**src/rtl/imem_loader.sv**
```systemverilog
// Boot loader: streams a little-endian word-count header plus payload bytes into the
// instruction-memory write port, holding the core in reset. Option: IMEM_LOADER_CHECKSUM_EN.
module imem_loader #(
  parameter int unsigned WIDTH      = 32,
  parameter int unsigned IMEM_DEPTH = 512
) (
  input  logic             clock,
  input  logic             reset,
  input  logic             byteValid,
  input  logic [7:0]       byteData,
  output logic             byteReady,
  output logic             insMemEn,
  output logic [WIDTH-1:0] insMemAddr,
  output logic [WIDTH-1:0] insMemDataIn,
  output logic             cpuReset,
  output logic             done,
  output logic             error
);

  typedef enum logic [2:0] {
    S_HDR,
    S_DATA,
`ifdef IMEM_LOADER_CHECKSUM_EN
    S_CHK,
`endif
    S_DRAIN,
    S_RUN,
    S_ERR
  } state_e;

  // State entered once the payload (possibly empty) has been fully received
`ifdef IMEM_LOADER_CHECKSUM_EN
  localparam state_e S_PAYLOAD_END = S_CHK;
`else
  localparam state_e S_PAYLOAD_END = S_DRAIN;
`endif

  state_e           state_q, state_d;
  logic [1:0]       lane_q, lane_d;
  logic [WIDTH-1:0] shift_q, shift_d;
  logic [WIDTH-1:0] cnt_q, cnt_d;
  logic [WIDTH-1:0] k_q, k_d;
  logic             en_q, en_d;
  logic [WIDTH-1:0] addr_q, addr_d;
  logic [WIDTH-1:0] data_q, data_d;
  logic             cpu_rst_q, cpu_rst_d;
  logic             done_q, done_d;
  logic             err_q, err_d;
`ifdef IMEM_LOADER_CHECKSUM_EN
  logic [7:0]       csum_q, csum_d;
`endif

  logic             accept;
  logic [WIDTH-1:0] word;

  assign byteReady = (state_q == S_HDR) || (state_q == S_DATA)
`ifdef IMEM_LOADER_CHECKSUM_EN
                     || (state_q == S_CHK)
`endif
                     ;
  assign accept = byteValid && byteReady;
  // First byte lands in bits [7:0] after four shifts
  assign word   = {byteData, shift_q[WIDTH-1:8]};

  always_ff @(posedge clock) begin
    if (reset) begin
      state_q   <= S_HDR;
      lane_q    <= '0;
      shift_q   <= '0;
      cnt_q     <= '0;
      k_q       <= '0;
      en_q      <= 1'b0;
      addr_q    <= '0;
      data_q    <= '0;
      cpu_rst_q <= 1'b1;
      done_q    <= 1'b0;
      err_q     <= 1'b0;
`ifdef IMEM_LOADER_CHECKSUM_EN
      csum_q    <= '0;
`endif
    end else begin
      state_q   <= state_d;
      lane_q    <= lane_d;
      shift_q   <= shift_d;
      cnt_q     <= cnt_d;
      k_q       <= k_d;
      en_q      <= en_d;
      addr_q    <= addr_d;
      data_q    <= data_d;
      cpu_rst_q <= cpu_rst_d;
      done_q    <= done_d;
      err_q     <= err_d;
`ifdef IMEM_LOADER_CHECKSUM_EN
      csum_q    <= csum_d;
`endif
    end
  end

  always_comb begin
    state_d = state_q;
    lane_d  = lane_q;
    shift_d = shift_q;
    cnt_d   = cnt_q;
    k_d     = k_q;
    en_d    = 1'b0;
    addr_d  = addr_q;
    data_d  = data_q;
`ifdef IMEM_LOADER_CHECKSUM_EN
    csum_d  = csum_q;
`endif
    case (state_q)
      S_HDR: begin
        if (accept) begin
          shift_d = word;
          lane_d  = lane_q + 2'd1;
          if (lane_q == 2'd3) begin
            cnt_d = word;
            k_d   = '0;
            if (word > WIDTH'(IMEM_DEPTH)) begin
              state_d = S_ERR;
            end else if (word == '0) begin
              state_d = S_PAYLOAD_END;
            end else begin
              state_d = S_DATA;
            end
          end
        end
      end
      S_DATA: begin
        if (accept) begin
          shift_d = word;
          lane_d  = lane_q + 2'd1;
`ifdef IMEM_LOADER_CHECKSUM_EN
          csum_d  = csum_q ^ byteData;
`endif
          if (lane_q == 2'd3) begin
            en_d   = 1'b1;
            addr_d = k_q;
            data_d = word;
            k_d    = k_q + WIDTH'(1);
            if (k_q == cnt_q - WIDTH'(1)) begin
              state_d = S_PAYLOAD_END;
            end
          end
        end
      end
`ifdef IMEM_LOADER_CHECKSUM_EN
      S_CHK: begin
        if (accept) begin
          state_d = (byteData == csum_q) ? S_DRAIN : S_ERR;
        end
      end
`endif
      // One cycle so the final write lands before the core leaves reset
      S_DRAIN: state_d = S_RUN;
      default: ;
    endcase
    cpu_rst_d = (state_d != S_RUN);
    done_d    = (state_d == S_RUN);
    err_d     = (state_d == S_ERR);
  end

  assign insMemEn     = en_q;
  assign insMemAddr   = addr_q;
  assign insMemDataIn = data_q;
  assign cpuReset     = cpu_rst_q;
  assign done         = done_q;
  assign error        = err_q;

endmodule

```
**config.mk**
```make
export PLATFORM = sky130hd
export DESIGN_NAME = imem_loader
export DESIGN_NICKNAME = d
export VERILOG_FILES = /design/src/rtl/imem_loader.sv
export SDC_FILE = /design/constraint.sdc
export NUM_CORES = 1
export LEC_CHECK = 0
export ABC_AREA = 0
export CAP_MARGIN = 20
export CELL_PAD_IN_SITES_DETAIL_PLACEMENT = 0
export CELL_PAD_IN_SITES_GLOBAL_PLACEMENT = 1
export CORE_UTILIZATION = 39
export CTS_BUF_LIST = sky130_fd_sc_hd__clkbuf_8
export DETAILED_ROUTE_END_ITERATION = 10
export GPL_TIMING_DRIVEN = 1
export PLACE_DENSITY = 0.86
export SKIP_CTS_REPAIR_TIMING = 1
export SYNTH_ARGS = -nofsm -noshare
export SYNTH_HDL_FRONTEND = slang
export SYNTH_SLANG_ARGS = --single-unit
```
**constraint.sdc**
```tcl
create_clock -name clock -period 3.1 [get_ports clock]
set_input_delay 0.775 -clock clock [delete_from_list [all_inputs] [get_ports clock]]
set_output_delay 0.775 -clock clock [all_outputs]
set_load 0.05 [all_outputs]
```
======== Yosys cells after proc, flatten, opt, wreduce, memory -nomap -nowiden ========
Index checks and enable logic that the tools add are counted.
storage, ports and cells
  bits in registers ....................... 169
  input bits .............................. 11
cells by class
  add/subtract/negate cells ............... 3
  $lt $le $gt $ge ......................... 1
  equal/unequal tests ..................... 11
  mux-type cells .......................... 14
  bitwise logic cells ..................... 2
  reductions and logical operators ........ 11
operators with widths
  cell                                                   count
  two-way mux 32 bit                                     4
  one-hot mux 32 bit (2 select lines)                    1
  adder 32 x 1 -> 32 bit, second input constant          1
  equality test 32 bit                                   1
  > comparator 32 x 10 -> 1 bit, second input constant   1
  logical NOT 32 bit                                     1
  subtractor 32 x 1 -> 32 bit, second input constant     1
  two-way mux 3 bit                                      6
  one-hot mux 3 bit (3 select lines)                     1
  equality test 3 x 2 -> 1 bit, second input constant    2
  AND reduction 3 bit                                    2
  AND reduction 5 bit                                    1
  inequality test 2 x 1 -> 1 bit, second input constant  2
  inequality test 2 bit, second input constant           2
  equality test 3 x 1 -> 1 bit, second input constant    1
  equality test 3 bit, second input constant             1
  logical NOT 3 bit                                      1
  inequality test 3 x 2 -> 1 bit, second input constant  1
  OR reduction 3 bit                                     1
  adder 2 x 1 -> 2 bit, second input constant            1
  equality test 2 bit, second input constant             1
  two-way mux 2 bit                                      1
  inverter 1 bit                                         2
  AND reduction 2 bit                                    1
  5 further kinds                                        5

======== Longest topological paths before layout ========
Gate-level depths: netlist of the first run.
  word-level depth ........................ 7
  depth in mapped cells ................... 9
  mapped depth without buffers ............ 9

======== Worst setup path before layout of the first run ========
No wires, ideal clock.
  kind .................................... register to register
  start point ............................. register cnt_q[18]
  end point ............................... register state_q[0]
  setup time .............................. 0.120 ns
  data arrival time ....................... 2.926 ns
  data required time ...................... 2.980 ns
  setup slack ............................. 0.054 ns
  stages on the path, launching flop included .. 10
  path buffers ............................ 2
  clock period less this slack ............ 3.046 ns
  cell sequence ........................... dfxtp_1 buf_6 or4_4 buf_6 or4_4 a2111oi_4 o2111ai_1 a211oi_1 or4b_4 o31a_1
between the ends
  word-level cells in the longest chain between the ends .. 6
ends and longest elaborated chain
  item                                RTL line  text
  from (decl)                         41        logic [WIDTH-1:0] cnt_q, cnt_d;
  from (signal assigned)              85        cnt_q <= cnt_d;
  subtractor 32 x 1 -> 32 bit         141       if (k_q == cnt_q - WIDTH'(1)) begin
  equality test 32 bit                141
  two-way mux 3 bit                   141
  two-way mux 3 bit                   136       if (lane_q == 2'd3) begin
  two-way mux 3 bit                   130       if (accept) begin
  one-hot mux 3 bit (3 select lines)  111       case (state_q)
  to (signal assigned)                82        state_q <= state_d;
  to (decl)                           38        state_e state_q, state_d;
Every way passes these cells.
A chain may end at the register's enable or synchronous reset.

======== Final worst setup path of the first run ========
  start point ............................. register cnt_q[17]
  end point ............................... register state_q[0]
The elaborated chain is that of the path after synthesis.

==> results of run 1 <==
## synthesized netlist by cell type (4+ instances only)
| library cell | number |
|---|---|
| xnor2_1 | 26 |
| nand2b_1 | 4 |
| o211ai_1 | 4 |
| inv_1 | 10 |
| or3_1 | 8 |
| clkbuf_1 | 57 |
| and4_1 | 4 |
| nor4b_1 | 4 |
| nand3_1 | 23 |
| and3_1 | 11 |
| a211oi_1 | 4 |
| nor4_1 | 17 |
| nor2b_1 | 4 |
| nand3b_1 | 4 |
| nand2_1 | 269 |
| xor2_1 | 37 |
| or4_1 | 5 |
| dfxtp_1 | 161 |
| a31oi_1 | 4 |
| a21oi_1 | 132 |
| nor3_1 | 16 |
| nand4_1 | 11 |
| nor2_1 | 55 |
| o21ai_0 | 8 |
## cell type report
type	count	area share
Clock buffer	17	0.0266
Clock inverter	14	0.0196
Inverter	10	0.00427
Multi-Input combinational cell	692	0.415
Sequential cell	161	0.366
Tap cell	229	0.0326
Timing Repair Buffer	130	0.136
## kinds of logic (layout without fill, tap and decap cells)
group / count (synthesis) / in the layout / synth area share
AND/OR/NAND/NOR: 453 / 453 / 0.286
AO/OA/AOI/OAI: 170 / 170 / 0.136
flip-flops: 161 / 161 / 0.452
buffers and inverters: 70 / 171 / 0.0391
XOR/XNOR: 63 / 63 / 0.0773
adder cells (fa/ha/maj): 3 / 3 / 0.00526
multiplexers: 3 / 3 / 0.00438
## stage by stage
step	setup TNS [ns]	worst slack, ns	cell area, um2	util	hold WS [ns]
2_1_floorplan	0	0.0541	7130	-	0.440
3_3_place_gp	-0.253	-0.165	8380	0.466	0.443
3_5_place_dp	-0.341	-0.196	8380	0.466	0.448
4_1_cts	0	0.103	8790	0.489	0.460
5_1_grt	-0.0423	-0.0423	8800	0.490	0.476
6_report	0	0.0568	8800	0.490	0.455
## state kept, by name, indices dropped and copies added, names as in the netlist, 2 cells and up
register,flops
shift_q,24
state_q,3
insMemDataIn,32
insMemAddr,32
lane_q,2
cnt_q,32
k_q,32
## power breakdown
group	internal [mW]	switching (mW)	leakage, nW
sequential	2.08	0.0220	1.30
combinational	0.0550	0.0945	1.65
clock	0.738	0.866	0.199
total	2.87	0.982	3.15
## routing by layer
layer,global-route usage,share of wire,vias up
met4,0.0812,0.014,0
met3,0.0405,0.039,18
met1,0.278,0.51,3006
li1,-,-,3308
met5,0,0,-
met2,0.311,0.44,115
## layout by cell type, fill, tap and decap left out, drive strengths merged, types with 8 or more instances in the layout
cell | Yosys | layout
nand4 | 11 | 11
nand2 | 269 | 269
clkbuf | 57 | 17
buf | 3 | 52
xor2 | 37 | 37
nor4 | 17 | 17
nand3 | 23 | 23
nor3 | 16 | 16
xnor2 | 26 | 26
or3 | 8 | 8
a21oi | 132 | 132
nor2 | 55 | 55
and3 | 11 | 11
o21ai | 8 | 8
clkdlybuf4s50 | 0 | 78
inv | 10 | 16
dfxtp | 161 | 161
## final timing paths
check             depth (start not counted)      startpoint  slack [ns]             end
hold reg to reg                           2  insMemAddr[15]        0.46  insMemAddr[15]
setup / recovery                          7       cnt_q[17]        0.06      state_q[0]
setup reg to reg                          7       cnt_q[17]        0.06      state_q[0]
hold / removal                            2  insMemAddr[15]        0.46  insMemAddr[15]
## tightest hold or removal path: stages, from the launching register on
cell and delay (ns):
dfxtp_1 0.32, nand2_1 0.05, a21oi_1 0.05
==> flow_summary.toml, run 1 <==
[outcome]
outcome = "complete, no violations"

[sta]
fmax_ghz = 0.329
slew_headroom = 0.417
max_slew.worst_pin.slew_ns = 0.872
slew_viol_final = 0
fin_crit_sh = 0.982
setup_viol = 0
period_minus_slack_ns = 3.04
fin_skew_ns = 0.0142
hold_violations = 0

[clocking]
clk_latency_ns = 0.48
path_clk_slew_ns = 0.09
root_buffer = "clkbuf_8"
cts_tree = "done"
cts.sinks = 161
clk_path_buf_depth = 2
numCtsBuffers = 17
ctsHtreeMaxLevel = 4

[routing]
via_per_inst = 5.15
first_pass_iters = 4
ant_nets = 0
wire_per_inst_um = 14.5
num_vias = 6447
drc = 0
wl_um = 18200
first_iter_violations = 343

[grt]
grt_pass1_wl_um = 29600
grt_pass1_vias = 5828
grt_max_degree = 80
grt_overflow_total = 0
antenna_found_initial = 0
grt_use_total = 0.203

[setup_path]
critPathTopFamily = "simple AND/OR/NAND/NOR gates"
required_ns = 3.46
worst_setup_path_start_kind = "register"
critPathCaptureType = "register"
crit_arrival_ns = 3.41
cpMostUsedCell = "or4_4"
critPathKind = "reg2reg"
cp_slowest_cell = "or4_4"
path_buf_inv = 0
critical_path_peak_fanout = 2
critPathMaxStageDelay_ns = 0.55
cp_cell_sequence = "or4_4 -> or4_4 -> a2111oi_4 -> o2111ai_1 -> a211oi_1 -> or4b_4 -> o31a_1"

[place]
dpl.cell_count = 1222
gp_congestion = 0.883
port_buffers = 79
dp_hpwl_um = 12600

[pwr]
peakVddDrop_mv = 0.263
cellPowerDensity_nw_per_um2 = 438
p_leak_nw = 3.15
totalPowerFinal_mw = 3.86

[synth]
synthCells = 923
seq_area_frac_synth = 0.452
synth.largest_area_cell = "dfxtp_1"
ys_ff_latch = 161
avgSynthCellArea_um2 = 7.73
synth_top_area_frac = 0.452
synthTopCellsByArea = "dfxtp_1 (45%), nand2_1 (14%), a21oi_1 (9.3%)"
async_reset_ff_frac = 0
syn-num-nets = 937
yosysUniqueCellTypes = 51
synth-main-ff-cell = "dfxtp_1"
netlist_area_um2 = 7130
synth_edf_count = 0
ys_warn_count = 0

[floorplanning]
die_w_um = 137
die_y_um = 137
die-area_um2 = 18800
io-pin-count = 80
coreArea_um2 = 18000
rows = 49
start_util = 0.397

[finish]
area_growth_pct = 23.3
fin_cells = 1253
diodes = 0
drive_gt1_frac = 0.0947
nets = 1026
fillCellCount = 1888
ff_latch_area_um2 = 3220
multi_input_area_um2 = 3650

[min_path]
hp-class = "reg2reg"

[run]
drv_cap = 0
No activity file was read; power rests on OpenSTA's default activity.
==> run 2: changes to the inputs <==
--- a/config.mk
+++ b/config.mk
@@ -13,6 +13,7 @@
 export CTS_BUF_LIST = sky130_fd_sc_hd__clkbuf_8
 export DETAILED_ROUTE_END_ITERATION = 10
 export GPL_TIMING_DRIVEN = 1
+export HOLD_SLACK_MARGIN = 0.06
 export PLACE_DENSITY = 0.86
 export SKIP_CTS_REPAIR_TIMING = 1
 export SYNTH_ARGS = -nofsm -noshare
==> results of run 2 <==
Same layout as run 1: the final DEF is identical, and so are final timing and power.
